<file path="src/rtl/fetch_unit.sv">
// -----------------------------------------------------------------------------
// fetch_unit
//   Instruction fetch front end. Holds the fetch PC, reads the combinational
//   instruction memory at pc_addr and queues {pc, instr, fault} entries in a
//   2-deep FIFO for decode. A misaligned PC produces a single fault entry
//   carrying NOP_INSTR and stops fetching until a redirect arrives.
//
// Ports
//   clk, rst          clock, asynchronous active-high reset
//   pc_addr           current fetch address to instruction memory
//   instruction       instruction word at pc_addr (combinational return)
//   redirect_valid    flush the FIFO and restart fetching at redirect_pc
//   redirect_pc       new fetch address
//   out_valid/ready   valid/ready handshake toward decode
//   out_pc/instr      head entry contents (zero while the FIFO is empty)
//   out_fault         head entry is an instruction-address-misaligned fault
// -----------------------------------------------------------------------------
module fetch_unit #(
    parameter logic [63:0] RESET_PC  = 64'h0000_0000_0000_0000,
    parameter logic [31:0] NOP_INSTR = 32'h0000_0013
) (
    input  logic        clk,
    input  logic        rst,
    output logic [63:0] pc_addr,
    input  logic [31:0] instruction,
    input  logic        redirect_valid,
    input  logic [63:0] redirect_pc,
    output logic        out_valid,
    input  logic        out_ready,
    output logic [63:0] out_pc,
    output logic [31:0] out_instr,
    output logic        out_fault
);

    typedef enum logic {
        RUN  = 1'b0,
        HALT = 1'b1
    } state_t;

    typedef struct packed {
        logic [63:0] pc;
        logic [31:0] instr;
        logic        fault;
    } entry_t;

    state_t      state_q, state_d;
    logic [63:0] pc_q, pc_d;
    logic [1:0]  count_q, count_d;
    entry_t      head_q, head_d;   // entry presented to decode
    entry_t      tail_q, tail_d;   // second entry, valid only when count_q == 2

    logic        deq;
    logic        enq;
    logic        misaligned;
    entry_t      new_entry;

    always_comb begin
        // NOTE: every signal driven here gets a default first so no path
        // leaves it unassigned, which would otherwise infer a latch.
        state_d    = state_q;
        pc_d       = pc_q;
        count_d    = count_q;
        head_d     = head_q;
        tail_d     = tail_q;

        deq        = (count_q != 2'd0) && out_ready;
        misaligned = (pc_q[1:0] != 2'b00);
        enq        = (state_q == RUN) && !redirect_valid &&
                     ((count_q != 2'd2) || deq);

        new_entry.pc    = pc_q;
        new_entry.instr = misaligned ? NOP_INSTR : instruction;
        new_entry.fault = misaligned;

        if (redirect_valid) begin
            // Redirect wins over everything, including a dequeue this cycle:
            // the whole FIFO is dropped, so the handshake is lost with it.
            count_d = 2'd0;
            pc_d    = redirect_pc;
            state_d = RUN;
        end else begin
            // Dequeue shifts the tail into the head; the new entry then lands
            // in the first free slot, which keeps order on simultaneous
            // enqueue and dequeue.
            if (deq) begin
                head_d  = tail_q;
                count_d = count_d - 2'd1;
            end
            if (enq) begin
                if (count_d == 2'd0) begin
                    head_d = new_entry;
                end else begin
                    tail_d = new_entry;
                end
                count_d = count_d + 2'd1;
                if (misaligned) begin
                    state_d = HALT;
                end else begin
                    pc_d = pc_q + 64'd4;
                end
            end
        end
    end

    // NOTE: state updates use non-blocking assignments so every flop samples
    // the pre-edge values regardless of statement order.
    always_ff @(posedge clk or posedge rst) begin
        if (rst) begin
            state_q <= RUN;
            pc_q    <= RESET_PC;
            count_q <= 2'd0;
            // NOTE: the FIFO storage is only two entries, so it is reset too;
            // outputs are gated by count anyway, this just keeps it X-free.
            head_q  <= '0;
            tail_q  <= '0;
        end else begin
            state_q <= state_d;
            pc_q    <= pc_d;
            count_q <= count_d;
            head_q  <= head_d;
            tail_q  <= tail_d;
        end
    end

    assign pc_addr   = pc_q;
    assign out_valid = (count_q != 2'd0);
    assign out_pc    = out_valid ? head_q.pc    : 64'd0;
    assign out_instr = out_valid ? head_q.instr : 32'd0;
    assign out_fault = out_valid ? head_q.fault : 1'b0;

endmodule

</file>
<file path="config.mk">
export PLATFORM = sky130hd
export DESIGN_NAME = fetch_unit
export DESIGN_NICKNAME = d
export VERILOG_FILES = /design/src/rtl/fetch_unit.sv
export SDC_FILE = /design/constraint.sdc
export NUM_CORES = 1
export LEC_CHECK = 0
export CAP_MARGIN = 25
export CORE_ASPECT_RATIO = 0.8
export CORE_UTILIZATION = 50
export DETAILED_ROUTE_END_ITERATION = 7
export GPL_TIMING_DRIVEN = 0
export PLACE_DENSITY = 0.86
export SETUP_SLACK_MARGIN = 0.5
export SYNTH_ARGS = -nofsm -noshare
export SYNTH_HDL_FRONTEND = slang
export SYNTH_SLANG_ARGS = --single-unit
</file>
<file path="constraint.sdc">
create_clock -name clk -period 9.7 [get_ports clk]
set_input_delay 0.97 -clock clk [delete_from_list [all_inputs] [get_ports clk]]
set_output_delay 0.97 -clock clk [all_outputs]
set_load 0.005 [all_outputs]
</file>
==> metrics.txt <==
status completed; Via density 5.91; Total Power 4.78 mW; core area 25500 sq um; hold path startpoint tail_q[7]; Cell Pwr Density 278 nW/um^2; R2R setup slack 5430 ps; setup ws final 5380 ps; drc violations 0; fin crit period 4320 ps; pre-CTS setup slack 4990 ps; CP most frequent cell clkbuf_1; Worst R2R Start count_q[0]; Setup CP Type in -> reg; RSZ-0062 raised after global routing no; final hold viol count 0; yosys warns 0; DPL Wire Length 30400 microns; Hold WS 473 ps; Die Footprint 26800 sq um; I/O pin cnt 262; sequential-to-total area share from yosys stat 49.9%; maximum clock rate 0.231 GHz; Tcrit/Tclk final 44.6%; Total GRT Usage 32.4%; Skew-Pair Late Insertion Delay 540 ps; first-pass GRT wire length 68600 microns; CP arrival 4770 ps; clock-pin slew on the worst setup and hold paths 60 ps; router iterations before antenna repair 6; Area contributors post-synth dfrtp_1 (50%), nand2_1 (8.3%), nor2b_1 (4.9%); Leak 7.12 nW; share of flip-flops with an asynchronous set or reset 100%; number of buffers created by CTS 27; CP Max Fanout 10; vias in the first global route 12600; Least-Margin Pin Slew 948 ps; Synth Flop Type dfrtp_1; Critical Path Max Stage Delay 570 ps; worst reg-to-reg path cell count 13; commonest non-fill, non-tap cell in the layout nand2_1; routed via count 12900; Syn Std Cell Area 13100 sq um; Nets 1917; hold path cells 2; # hold bufs at CTS 0; final slew viol count 0; startpoint types input port; Fill cells 2061; Sequential Area 6530 sq um; RR Endpoint head_q[33]; largest net degree at the start of global routing 128; layout cell share with drive strength beyond 1 7.58%; Setup crit end kind flop; Yosys reg bits 261; Avg WL per Cell 19.9 microns; worst path cell trace clkdlybuf4s50_1, nor2b_1, clkbuf_1, xnor2_1, ha_1, o2111ai_1, nand2_1, clkbuf_1, buf_1, o22ai_1, a21oi_1; Hold EP tail_q[7]; die width 183 microns; cts repair resizes 0; clk sinks 261; most frequent cells in the layout nand2_1 (290), dfrtp_1 (261), clkdlybuf4s50_1 (261), nor2_1 (148), nor2b_1 (102); clk buf depth 3; leading area contributor after synthesis dfrtp_1; post-synth top area share 49.9%; initial DRC count 1493; Slew headroom 36.8%; # port buffers 261; Clock Skew 18.5 ps; Max-Cap Viols 0; synthesized area per cell 8.62 sq um; DRT antenna net count 0; Unique masters post-synth 53; CTS H-Tree Depth 1; Layout area overhead 31.3%; num rows 52; Finished Cell Area 17200 sq um; VDD IR-drop max 0.000165 V; Root Driver clkbuf_16; Crit path required time 10150 ps; Hold Crit Class reg -> reg; RePlAce Congestion 0.913; CTS tree built; Post-synth EDFFs 0; slowest CP cell nand2_1; Die Height 147 microns; Initial Util 51.3%; syn nets 1622; Syn Inst Count 1518; # Post-CTS Setup Buffers 0; final setup TNS 0 ps; Post-DP Area 16200 sq um; gr ovfl total 0; drt total wl 43600 microns; initial antenna violation count 0; area of the multi-input gates 5610 sq um; Setup Viol. Count Final 0; diodes inserted 0
==> synthesized netlist by cell type (6+ instances only) <==
cell      instances
nor2_1          148
buf_2             6
o21ai_0          97
nor2b_1         102
or4_1            24
xor2_1            8
o31ai_1          16
clkbuf_1         94
a21oi_1         101
or3_1            11
buf_1             7
nand2b_1         28
dfrtp_1         261
nand3_1          26
nand2_1         290
xnor2_1          19
o22ai_1          68
nor3_1            8
a31oi_1          29
buf_4            64
nor4_1            8
nand4_1          26
inv_1            11
mux2_2            7
and3_1            7
==> power by group <==
part / switching (mW) / total, mW / internal (mW)
combinational: 0.973 / 1.89 / 0.913
sequential: 0.271 / 1.78 / 1.51
clock: 0.448 / 1.12 / 0.671
==> sequential cells by signal (all words and copies together) (netlist names) <==
name / flops
state_q: 1
pc_addr: 64
count_q: 2
tail_q: 97
head_q: 97
==> layout make-up <==
type                            instances  share of cell area, %
Tap cell                              351                   2.56
Clock inverter                         14                   1.03
Multi-Input combinational cell       1072                   32.6
Timing Repair Buffer                  266                   15.7
Inverter                               12                  0.306
Clock buffer                           36                   4.54
Sequential cell                       261                   38.0
Buffer                                173                   5.25
==> worst max-delay path, delay by kind of cell <==
family                   cells  cell delay, ps
buffers and inverters        4            1740
adder cells (fa/ha/maj)      1             260
XOR/XNOR                     1             220
AO/OA/AOI/OAI                3             880
AND/OR/NAND/NOR              2             700
==> worst max path at each step <==
stage	end	start	slack (ps)	cells past startpoint
CTS	head_q[33]	out_ready	5480	11
detailed placement	head_q[42]	out_ready	4990	11
global route	head_q[42]	out_ready	5270	11
global placement	pc_addr[15]	rst	-1570	2
finish	head_q[33]	out_ready	5380	11
floorplan	count_q[0]	rst	1550	1
==> logic make-up after synthesis <==
logic type      synth area share (%)
buf+inv                         7.24
fa+ha+maj                      0.382
flops                           49.9
mux                            0.755
simple gates                    25.2
xor+xnor                        1.81
compound gates                  14.7
==> per-layer routing <==
| layer | up-vias | GRT usage, % | wire length, microns |
|---|---|---|---|
| met5 | - | 0 | 0 |
| met4 | 0 | 10.5 | 1420 |
| met3 | 106 | 5.63 | 3980 |
| met2 | 763 | 49.7 | 19600 |
| met1 | 6313 | 47.0 | 18500 |
| li1 | 5725 | - | - |
==> per-stage QoR <==
step | util (%) | instances
CTS | 67.3 | 2183
floorplan | - | 1518
global route | 67.4 | 2185
detailed placement | 63.5 | 2133
global placement | 63.3 | 2130
finish | 67.4 | 2185
(Power assumes the default switching activity.)
